**src/rtl/mult_pkg.sv**
```systemverilog
// Shared frame constants and result-entry type for the shift-add multiplier
// and its downstream result sink.
package mult_pkg;

    localparam int FRAME_LEN  = 10;
    localparam int LOAD_PHASE = 0;
    localparam int PROD_PHASE = 9;
    localparam int PHASE_W    = 4;

    typedef struct packed {
        logic [7:0]  a;
        logic [7:0]  b;
        logic [15:0] prod;
    } mult_entry_t;

endpackage

```
**src/rtl/mult_result_sink_fifo.sv**
```systemverilog
// Synchronous FIFO with a registered head, occupancy-based full/empty and
// push-while-full acceptance when a pop happens in the same cycle.
module sync_fifo
    import mult_pkg::*;
#(
    parameter int  DEPTH = 4,
    parameter type T     = mult_entry_t
) (
    input  logic clk,
    input  logic rst,
    input  logic wr_en_i,
    input  T     wr_data_i,
    input  logic rd_en_i,
    output logic full_o,
    output logic valid_o,
    output T     head_o
);

    localparam int AW = $clog2(DEPTH);

    logic [AW-1:0] wr_ptr_q, wr_ptr_d;
    logic [AW-1:0] rd_ptr_q, rd_ptr_d;
    logic [AW:0]   count_q, count_d;
    T              head_q, head_d;
    T              mem_q [DEPTH];
    logic          push, pop;

    assign full_o  = (count_q == (AW + 1)'(DEPTH));
    assign valid_o = (count_q != '0);
    assign head_o  = head_q;

    assign pop  = rd_en_i && valid_o;
    assign push = wr_en_i && (!full_o || pop);

    // The head is kept in its own register so it resets to zero and holds the
    // last value once the FIFO drains.
    always_comb begin
        wr_ptr_d = push ? wr_ptr_q + AW'(1) : wr_ptr_q;
        rd_ptr_d = pop  ? rd_ptr_q + AW'(1) : rd_ptr_q;
        count_d  = count_q;
        if (push && !pop) count_d = count_q + (AW + 1)'(1);
        if (pop && !push) count_d = count_q - (AW + 1)'(1);
        head_d   = head_q;
        if (count_d != '0) begin
            if (push && wr_ptr_q == rd_ptr_d) head_d = wr_data_i;
            else                              head_d = mem_q[rd_ptr_d];
        end
    end

    // NOTE: storage carries no reset; count_q alone decides which slots are live.
    always_ff @(posedge clk) begin
        if (push) mem_q[wr_ptr_q] <= wr_data_i;
    end

    always_ff @(posedge clk) begin
        if (rst) begin
            wr_ptr_q <= '0;
            rd_ptr_q <= '0;
            count_q  <= '0;
            head_q   <= '0;
        end else begin
            wr_ptr_q <= wr_ptr_d;
            rd_ptr_q <= rd_ptr_d;
            count_q  <= count_d;
            head_q   <= head_d;
        end
    end

endmodule

```
**src/rtl/mult_result_sink.sv**
```systemverilog
// Tracks the multiplier's 10-cycle frame, tags each finished product with its
// operands and queues it for a valid/ready consumer. MULT_SINK_CHECK_EN adds a product checker.
module mult_result_sink
    import mult_pkg::*;
#(
    parameter int DEPTH  = 4,
    parameter int DROP_W = 8
) (
    input  logic              clk,
    input  logic              rst,
    input  logic [7:0]        in1,
    input  logic [7:0]        in2,
    input  logic              op_valid,
    input  logic [15:0]       prod,
    output logic              out_valid,
    input  logic              out_ready,
    output logic [7:0]        out_a,
    output logic [7:0]        out_b,
    output logic [15:0]       out_prod,
    output logic [DROP_W-1:0] drop_cnt,
    output logic              err
);

    logic [PHASE_W-1:0] phase_q;
    logic [7:0]         a_q, b_q;
    logic               pending_q;
    logic [DROP_W-1:0]  drop_q;

    logic        push, full, drop;
    mult_entry_t entry, head;

    assign push = (phase_q == PHASE_W'(PROD_PHASE)) && pending_q;
    // A full FIFO still accepts the push when the consumer pops in the same cycle.
    assign drop = push && full && !(out_valid && out_ready);

    assign entry.a    = a_q;
    assign entry.b    = b_q;
    assign entry.prod = prod;

    always_ff @(posedge clk) begin
        if (rst) begin
            phase_q   <= '0;
            a_q       <= '0;
            b_q       <= '0;
            pending_q <= 1'b0;
            drop_q    <= '0;
        end else begin
            phase_q <= (phase_q == PHASE_W'(FRAME_LEN - 1)) ? '0 : phase_q + PHASE_W'(1);
            if (phase_q == PHASE_W'(LOAD_PHASE)) begin
                pending_q <= op_valid;
                if (op_valid) begin
                    a_q <= in1;
                    b_q <= in2;
                end
            end else if (push) begin
                pending_q <= 1'b0;
            end
            if (drop && drop_q != '1) drop_q <= drop_q + DROP_W'(1);
        end
    end

    sync_fifo #(
        .DEPTH (DEPTH),
        .T     (mult_entry_t)
    ) u_fifo (
        .clk       (clk),
        .rst       (rst),
        .wr_en_i   (push),
        .wr_data_i (entry),
        .rd_en_i   (out_ready),
        .full_o    (full),
        .valid_o   (out_valid),
        .head_o    (head)
    );

    assign out_a    = head.a;
    assign out_b    = head.b;
    assign out_prod = head.prod;
    assign drop_cnt = drop_q;

`ifdef MULT_SINK_CHECK_EN
    logic        err_q;
    logic [15:0] expect_prod;

    assign expect_prod = 16'(a_q) * 16'(b_q);

    always_ff @(posedge clk) begin
        if (rst)                               err_q <= 1'b0;
        else if (push && prod != expect_prod)  err_q <= 1'b1;
    end

    assign err = err_q;
`else
    assign err = 1'b0;
`endif

endmodule

```
**config.mk**
```make
export PLATFORM = sky130hd
export DESIGN_NAME = mult_result_sink
export DESIGN_NICKNAME = d
export VERILOG_FILES = /design/src/rtl/mult_pkg.sv /design/src/rtl/mult_result_sink_fifo.sv /design/src/rtl/mult_result_sink.sv
export SDC_FILE = /design/constraint.sdc
export NUM_CORES = 1
export LEC_CHECK = 0
export CAP_MARGIN = 5
export CORE_ASPECT_RATIO = 0.5
export CORE_MARGIN = 8
export CORE_UTILIZATION = 60
export CTS_BUF_LIST = sky130_fd_sc_hd__clkbuf_8
export DETAILED_ROUTE_END_ITERATION = 10
export PLACE_DENSITY = 0.83
export SYNTH_ARGS = -nofsm -noshare
export SYNTH_HDL_FRONTEND = slang
export SYNTH_HIERARCHICAL = 1
export SYNTH_SLANG_ARGS = --single-unit
```
**constraint.sdc**
```tcl
create_clock -name clk -period 4.6 [get_ports clk]
set_clock_uncertainty 0.15 [all_clocks]
set_input_delay 0.69 -clock clk [delete_from_list [all_inputs] [get_ports clk]]
set_output_delay 0.69 -clock clk [all_outputs]
set_load 0.01 [all_outputs]
```
==> out/qor.csv, run 1 <==
metric;value;unit
status;completed;
fin cells;1065;
most area-hungry cell type in the Yosys netlist;edfxtp_1;
GPL Wtd Cong;0.807;
core box area;0.0153;sq mm
Cells after DPL;1033;
register area;0.00521;sq mm
pre-CTS setup slack;0.837;ns
Max H-tree Level;4;
first-pass GRT wire length;34.0;mm
number of library cell types mapped by synthesis;55;
Tot GR Track Use;21.2;%
most common cell after layout, fill and taps aside;edfxtp_1;
Max Fclk;289;MHz
DP HPWL;13.0;mm
initial core utilization;60.9;%
worst-path maximum fanout;23;
Critical Path RT;4.77;ns
Residual DRC;0;
Worst Max-Slew Pin Slew;1.00;ns
register area share after synthesis;55.9;%
P per Cell Area;566;mW/mm^2
Setup Buffers After CTS;0;
Die Height;104;microns
setup TNS;0;ns
I/O Buffers;76;
cell area after synthesis;0.00931;sq mm
post-CTS sizing;0;
final setup fails;0;
Overflow after GRT;0;
final hold vios;0;
post-synth top area share;41.3;%
minimum clock period;3.46;ns
Top FF cell, synth;edfxtp_1;
DRT antenna net count;0;
net count after synthesis;848;
startpoint class of the critical path;register;
post-route clock period utilization;75.2;%
CTS tree;built;
Routed Wire Length;21.3;mm
WHS;0.322;ns
largest net degree at the start of global routing;95;
DRT Pass-1 Iters;7;
nets;895;
Vias/cell;6.28;
most frequent cells in the layout;edfxtp_1 (128), nor2_1 (79), clkdlybuf4s50_1 (75);
clock root buffer;clkbuf_8;
cts hold-fix bufs;0;
Synth area leaders;edfxtp_1 (41%), dfxtp_1 (15%), a311oi_2 (5.0%);
PnR worst setup slack;1.14;ns
worst vdd ir;0.000343;V
Slew Limit Fails;0;
LEAKAGE;0.00341;uW
CTS Buf Count;17;
Setup CP Type;register to register;
die area;0.0200;sq mm
CP endpoint kind;register;
number of global-route vias before repair;6746;
synth warn;6;
layout cells sized above 1;15.8;%
initial antenna violation count;0;
clock tree buffer depth;2;
relative slew slack;32.9;%
Post-synth ARST share;0;%
Post-synth EDFFs;128;
Clock Latency Late Sink;0.47;ns
Post-Synthesis Cells;801;
RSZ-0062 raised after global routing;false;
FF+latch count, synth;196;
Multi-input gate area;0.00373;sq mm
Rows;32;
Syn-to-layout area delta;13.7;%
Hold Crit Class;register to register;
DR vias;6689;
Avg Cell Area, Syn;11.6;sq um
fill count;1086;
Starting DRT DRC Count;601;
die width;192;microns
TritonCTS Sinks;196;
maxcap violations;0;
total chip power;5990;uW
Clock transition at path regs;0.10;ns
Avg WL per Cell;20.0;microns
Worst Path Arrival;3.63;ns
Ant. Diodes;0;
# IOs;78;
[registers in the layout (all words and copies together), names as in the netlist]
name	cells
b_q	8
u_fifo/mem_q	128
u_fifo/count_q	3
phase_q	4
drop_cnt	8
u_fifo/rd_ptr_q	2
a_q	8
u_fifo/wr_ptr_q	2
u_fifo/head_o	32
pending_q	1
[Yosys cell counts (all sizes together), types with 2 or more instances]
cell type	n
a221o	31
nand2	73
xor2	2
nand3	4
xnor2	6
a21o	2
nor3	4
nor2b	8
and4	2
mux2i	39
ha	11
buf	30
nand3b	3
or2	2
a21oi	55
mux2	32
edfxtp	128
or3	3
nand4	4
dfxtp	68
and3	33
clkbuf	38
a211oi	2
a311oi	62
nand2b	2
o21ai	38
inv	16
nor2	84
o211ai	4
[area by class of cell]
cell class	count	area share (%)
clock inverters	14	1.39
multi-input cells	521	35.2
repair buffers	96	8.80
flip-flops and latches	196	49.2
well taps	204	2.41
inverters	16	0.591
clock buffers	18	2.34
[final timing paths]
kind | start | end | slack [ns] | depth (start not counted)
max | phase_q[0] | u_fifo/head_o[2] | 1.14 | 9
min | u_fifo/head_o[30] | u_fifo/head_o[30] | 0.32 | 2
max reg2reg | phase_q[0] | u_fifo/head_o[2] | 1.14 | 9
min reg2reg | u_fifo/head_o[30] | u_fifo/head_o[30] | 0.32 | 2
[worst max-delay path: stages (launching register included)]
cell and delay [ns]:
dfxtp_1 0.41, ha_1 0.21, and4b_1 0.62, nor2b_1 0.21, o21ai_0 0.09, a32o_1 0.24, or3_2 0.78, buf_4 0.36
nor2_1 0.17, a311oi_2 0.07
[routing by layer]
metal  GRT usage [%]  routed length [microns]  share of wire [%]  up-vias
met2            35.0                    10100                 47      313
met3            4.59                     1820                8.6       32
met4            7.97                      292                1.4        0
met5               0                        0                  0        -
met1            26.9                     9080                 43     3218
li1                -                        -                  -     3126
[through the flow]
step / instance area (sq um) / util, %
CTS: 10600 / 69.2
global placement: 10200 / 66.6
finish: 10600 / 69.2
floorplan: 9310 / -
global route: 10600 / 69.2
detailed placement: 10200 / 66.6
[where the power goes]
group	internal (uW)	leakage (uW)	switching (uW)
sequential	1990	0.00171	77.1
clock	465	0.000205	645
combinational	1180	0.00149	1640
[cells by family (layout without fill, tap and decap cells)]
kind of cell	after synthesis	after routing	share of synthesized area [%]
AND/OR/NAND/NOR	227	227	11.2
AO/OA/AOI/OAI	203	203	18.3
flip-flops	196	196	55.9
buffers and inverters	84	144	4.25
multiplexers	71	71	8.06
adder cells (fa/ha/maj)	11	11	1.48
XOR/XNOR	8	8	0.753
other	1	1	0.0403
Power figures use the tool's default switching activity.
==> run 2, diff against run 1 <==
--- a/config.mk
+++ b/config.mk
@@ -8,10 +8,10 @@
 export CAP_MARGIN = 5
 export CORE_ASPECT_RATIO = 0.5
 export CORE_MARGIN = 8
-export CORE_UTILIZATION = 60
+export CORE_UTILIZATION = 54
 export CTS_BUF_LIST = sky130_fd_sc_hd__clkbuf_8
 export DETAILED_ROUTE_END_ITERATION = 10
-export PLACE_DENSITY = 0.83
+export PLACE_DENSITY = 0.79
 export SYNTH_ARGS = -nofsm -noshare
 export SYNTH_HDL_FRONTEND = slang
 export SYNTH_HIERARCHICAL = 1
==> constraint.sdc (replaced) <==
create_clock -name clk -period 2.85 [get_ports clk]
set_clock_uncertainty 0.15 [all_clocks]
set_input_delay 0.4275 -clock clk [delete_from_list [all_inputs] [get_ports clk]]
set_output_delay 0.4275 -clock clk [all_outputs]
set_load 0.01 [all_outputs]
==> run 2 against run 1 <==
Compared with the run above: sequential power grew 63%; register-to-register slack lost 1.0 ns; non-clock buffer count grew 15; sequential cell count is the same; maximum frequency grew 26%; total power grew 65%; worst setup slack lost 1.0 ns; combinational power grew 68%; final area grew 2.7%; critical path depth grew 1; highest routed layer unchanged; global-route usage shrank 1.7 points; clock power grew 57%.
==> out/qor.csv, run 2 (synthesized netlist as in run 1, its figures left out) <==
metric;value;unit;change
status;completed;;
LEAKAGE;0.00350;uW;+2.5%
Ant. Diodes;0;;unchanged
first-pass GRT wire length;34.2;mm;+0.63%
Overflow after GRT;0;;unchanged
initial core utilization;54.3;%;-6.6 points
DP HPWL;13.4;mm;+3.2%
pre-CTS setup slack;-0.0257;ns;-0.863 ns
most frequent cells in the layout;edfxtp_1 (128), nor2_1 (79), clkdlybuf4s50_1 (75);;
largest net degree at the start of global routing;66;;-31%
Critical Path RT;3.02;ns;-1.75 ns
post-route clock period utilization;96.2;%;+21 points
Hold Crit Class;input pin to register;;
P per Cell Area;908;mW/mm^2;+60%
DRT antenna net count;0;;unchanged
clock tree buffer depth;2;;unchanged
relative slew slack;49.2;%;+16 points
Slew Limit Fails;0;;unchanged
DRT Pass-1 Iters;5;;-2
final hold vios;0;;unchanged
fill count;1295;;+19%
CP endpoint kind;register;;
layout cells sized above 1;17.6;%;+1.8 points
setup TNS;0;ns;unchanged
Multi-input gate area;0.00375;sq mm;+0.50%
Vias/cell;5.99;;-4.7%
number of global-route vias before repair;6540;;-3.1%
CTS Buf Count;17;;unchanged
nets;911;;+1.8%
Clock transition at path regs;0.11;ns;about the same
DR vias;6652;;-0.55%
RSZ-0062 raised after global routing;false;;
register area;0.00521;sq mm;about the same
Die Height;109;microns;+4.6%
Syn-to-layout area delta;16.7;%;
Tot GR Track Use;19.5;%;-1.7 points
Rows;34;;+6.3%
die area;0.0220;sq mm;+9.8%
worst-path maximum fanout;32;;+39%
initial antenna violation count;0;;unchanged
Setup CP Type;register to register;;
I/O Buffers;76;;unchanged
largest reg by FF count;u_fifo/mem_q;;
Max H-tree Level;4;;unchanged
max FFs per register;128;;unchanged
final setup fails;0;;unchanged
core box area;0.0171;sq mm;+12%
Routed Wire Length;21.6;mm;+1.5%
Starting DRT DRC Count;374;;-38%
worst vdd ir;0.000749;V;+120%
die width;202;microns;+5.0%
Avg WL per Cell;19.4;microns;-2.7%
CTS tree;built;;
flop2flop setup slack;0.11;ns;-1.03 ns
TritonCTS Sinks;196;;unchanged
Clock Latency Late Sink;0.46;ns;about the same
clock root buffer;clkbuf_8;;
PnR worst setup slack;0.109;ns;-1.03 ns
Worst Path Arrival;2.91;ns;-0.72 ns
most common cell after layout, fill and taps aside;edfxtp_1;;
minimum clock period;2.74;ns;-0.718 ns
GPL Wtd Cong;0.792;;-1.8%
maxcap violations;0;;unchanged
cts hold-fix bufs;0;;unchanged
# IOs;78;;unchanged
startpoint class of the critical path;register;;
Residual DRC;0;;unchanged
Max Fclk;365;MHz;+26%
Worst Max-Slew Pin Slew;0.762;ns;-0.238 ns
## run 2: changes by cell type in the layout (fill, tap and decap cells not counted), moves of 2 or more
cell	change
clkinvlp_4	+3
inv_6	+3
buf_4	+4
inv_4	-2
buf_12	+10
inv_8	-2
## run 2: what timing repair did
action                     4_1_cts  5_1_grt
gates cloned                     0        1
pin swaps                        0        1
setup endpoints to repair       32       33
resized for setup                1        4
setup buffers                    0        2
## run 2: power breakdown
| group | total (uW) | internal [uW] | leakage, uW | switching, uW |
|---|---|---|---|---|
| Sequential | 3370 | 3210 | 0.00171 | 162 |
| Combinational | 4750 | 2120 | 0.00160 | 2630 |
| Clock | 1740 | 715 | 0.000180 | 1030 |
| Total | 9870 | 6050 | 0.00350 | 3820 |
## run 2: per-layer routing
layer / global-route usage, % / up-vias / share of wire (%)
met4: 7.15 / 0 / 1.5
met2: 33.0 / 202 / 48
met1: 25.0 / 3258 / 45
li1: - / 3167 / -
met3: 3.80 / 25 / 5.6
met5: 0 / - / 0
## run 2: path summary, 6_finish.rpt
| kind | cells past startpoint | from | endpoint |
|---|---|---|---|
| setup reg to reg | 10 | phase_q[1] | u_fifo/head_o[13] |
| hold / removal | 2 | rst | drop_cnt[4] |
| setup / recovery | 10 | phase_q[1] | u_fifo/head_o[13] |
| hold reg to reg | 2 | u_fifo/head_o[30] | u_fifo/head_o[30] |
## run 2: worst max-delay path: stages (launching register included)
cell and delay (ns):
dfxtp_1 0.38, inv_1 0.08, ha_1 0.25, and4b_2 0.28, a21oi_1 0.16, o21ai_0 0.12, a32o_1 0.31, or3_4 0.43
buf_12 0.19, nor2_1 0.16, a311oi_2 0.07
## run 2: layout make-up
class | count | share of cell area (%)
flip-flops and latches | 196 | 48.0
multi-input cells | 522 | 34.5
repair buffers | 111 | 10.8
well taps | 234 | 2.69
clock buffers | 17 | 2.15
clock inverters | 15 | 1.34
inverters | 16 | 0.576
## run 2: through the flow
stage	area [sq um]	util (%)	total power, uW	std cells	hold WS [ns]
after floorplan	9310	-	7000	801	0.313
after detailed placement	10400	60.9	8130	1076	0.323
after global placement	10400	60.9	7970	1076	0.329
after global routing	10900	63.4	10400	1111	0.316
after CTS	10800	63.2	9870	1108	0.284
final	10900	63.4	9870	1111	0.302
==> run 3, diff against run 2 <==
--- a/config.mk
+++ b/config.mk
@@ -6,7 +6,6 @@
 export NUM_CORES = 1
 export LEC_CHECK = 0
 export CAP_MARGIN = 5
-export CORE_ASPECT_RATIO = 0.5
 export CORE_MARGIN = 8
 export CORE_UTILIZATION = 54
 export CTS_BUF_LIST = sky130_fd_sc_hd__clkbuf_8
==> run 3 against run 2 <==
Compared with the run above: sequential share of layout area hardly changed; critical path depth stayed put; non-clock buffer count is 5 lower; combinational power is 0.8% lower; critical path type unchanged; worst setup slack better by 0.047 ns.
==> out/qor.csv, run 3 (synthesized netlist as in run 1, its figures left out) <==
metric;value;unit;change
die width;147;microns;-27%
clock root buffer;clkbuf_8;;
worst reg2reg path endpoint;u_fifo/head_o[12];;
die area;0.0217;sq mm;-1.2%
TritonCTS Sinks;196;;unchanged
hold worst-path end;u_fifo/head_o[13];;
CP endpoint kind;register;;
HP Start;rst;;
Routed Wire Length;20.2;mm;-6.4%
final setup fails;0;;unchanged
maxcap violations;0;;unchanged
DP HPWL;12.2;mm;-8.8%
Clock transition at path regs;0.10;ns;about the same
startpoint class of the critical path;register;;
most frequent cells in the layout;edfxtp_1 (128), nor2_1 (77), clkdlybuf4s50_1 (75);;
initial antenna violation count;0;;unchanged
relative slew slack;50.9;%;+1.7 points
R2R depth;10;;unchanged
Overflow after GRT;0;;unchanged
Syn-to-layout area delta;16.6;%;about the same
most common cell after layout, fill and taps aside;edfxtp_1;;
minimum clock period;2.69;ns;-0.0467 ns
fill count;1348;;+4.1%
LEAKAGE;0.00350;uW;about the same
Critical Path RT;3.05;ns;+0.03 ns
RSZ-0062 raised after global routing;false;;
total chip power;9910;uW;+0.44%
largest net degree at the start of global routing;77;;+17%
hold depth;2;;unchanged
Rows;48;;+41%
first-pass GRT wire length;32.8;mm;-4.2%
Worst Path Arrival;2.90;ns;about the same
status;completed;;
cts hold-fix bufs;0;;unchanged
Starting DRT DRC Count;486;;+30%
Clock Latency Late Sink;0.48;ns;+0.02 ns
# IOs;78;;unchanged
core box area;0.0171;sq mm;-0.51%
Max H-tree Level;4;;unchanged
CTS tree;built;;
Worst Max-Slew Pin Slew;0.736;ns;-0.0261 ns
final hold vios;0;;unchanged
register area;0.00521;sq mm;unchanged
Slew Limit Fails;0;;unchanged
clock tree buffer depth;2;;unchanged
CTS Buf Count;17;;unchanged
DR vias;6574;;-1.2%
Setup CP Type;register to register;;
post-route clock period utilization;94.5;%;-1.6 points
worst-path maximum fanout;42;;+31%
max FFs per register;128;;unchanged
flop2flop setup slack;0.16;ns;+0.05 ns
Vias/cell;6.00;;+0.18%
P per Cell Area;913;mW/mm^2;+0.52%
Residual DRC;0;;unchanged
Max Fclk;371;MHz;+1.7%
Tot GR Track Use;18.9;%;-0.59 points
Multi-input gate area;0.00374;sq mm;-0.20%
Die Height;147;microns;+35%
Setup Buffers After CTS;0;;unchanged
initial core utilization;54.6;%;+0.28 points
Avg WL per Cell;18.5;microns;-5.1%
Final Core Density;63.7;%;+0.27 points
Hold Crit Class;input pin to register;;
worst vdd ir;0.000834;V;+11%
reg2reg start;phase_q[1];;
nets;905;;-0.66%
I/O Buffers;76;;unchanged
DRT antenna net count;0;;unchanged
Ant. Diodes;0;;unchanged
GPL Wtd Cong;0.778;;-1.7%
DRT Pass-1 Iters;5;;unchanged
number of global-route vias before repair;6523;;-0.26%
layout cells sized above 1;17.3;%;-0.22 points
post-CTS sizing;0;;-1
largest reg by FF count;u_fifo/mem_q;;
==> run 3: changes by cell type in the layout (fill, tap and decap cells not counted), sizes merged <==
cell      before  now
clkinv         3    4
clkbuf        17   21
bufinv         1    2
and4b          2    1
clkinvlp       4    2
buf           36   31
inv           23   19
==> run 3: power by group <==
part           switching [uW]  leakage (uW)  internal [uW]  total (uW)
logic                    2590       0.00157           2120        4710
clock network             938      0.000213            877        1820
registers                 171       0.00171           3210        3380
total                    3700       0.00350           6210        9910
==> run 3: area by class of cell <==
| class | count | area share (%) |
|---|---|---|
| multi-input cells | 521 | 34.5 |
| clock inverters | 11 | 1.19 |
| clock buffers | 21 | 2.66 |
| well taps | 225 | 2.59 |
| flip-flops and latches | 196 | 48.0 |
| inverters | 16 | 0.576 |
| repair buffers | 106 | 10.5 |
==> run 3: worst max path at each step <==
stage | end | from | slack (ns)
2_1_floorplan | u_fifo/mem_q[0][0] | phase_q[0] | -0.38
3_3_place_gp | u_fifo/head_o[12] | out_ready | 0.007
3_5_place_dp | u_fifo/head_o[20] | out_ready | -0.03
4_1_cts | u_fifo/head_o[20] | phase_q[1] | 0.008
5_1_grt | u_fifo/head_o[12] | phase_q[1] | 0.003
6_report | u_fifo/head_o[12] | phase_q[1] | 0.16
==> run 3: metrics by stage <==
stage                     hold WS, ns  setup TNS [ns]  std cells  setup slack [ns]  instance area (sq um)
after floorplan                 0.313          -48.76        801            -0.381                   9310
after global placement          0.331               0       1064           0.00664                  10400
after detailed placement        0.337          -0.104       1064           -0.0260                  10400
after CTS                       0.292               0       1096           0.00770                  10800
after global routing            0.317               0       1096           0.00250                  10900
final                           0.313               0       1096             0.156                  10900
==> run 3: worst max-delay path, cell delays in order, from the launching register on <==
cell      delay, ns
dfxtp_1        0.33
inv_1          0.05
ha_1           0.21
and4b_4        0.26
a21oi_1        0.14
o21ai_0        0.11
a32o_1         0.29
or3_2          0.56
buf_12         0.22
nor2_1         0.16
a311oi_2       0.06
==> run 3: per-layer routing <==
metal | vias to the layer above | track usage, % | share of wire, %
li1 | 3149 | - | -
met1 | 3194 | 22.6 | 42
met2 | 197 | 32.7 | 51
met3 | 34 | 3.91 | 5.3
met4 | 0 | 7.45 | 1.9
met5 | - | 0 | 0
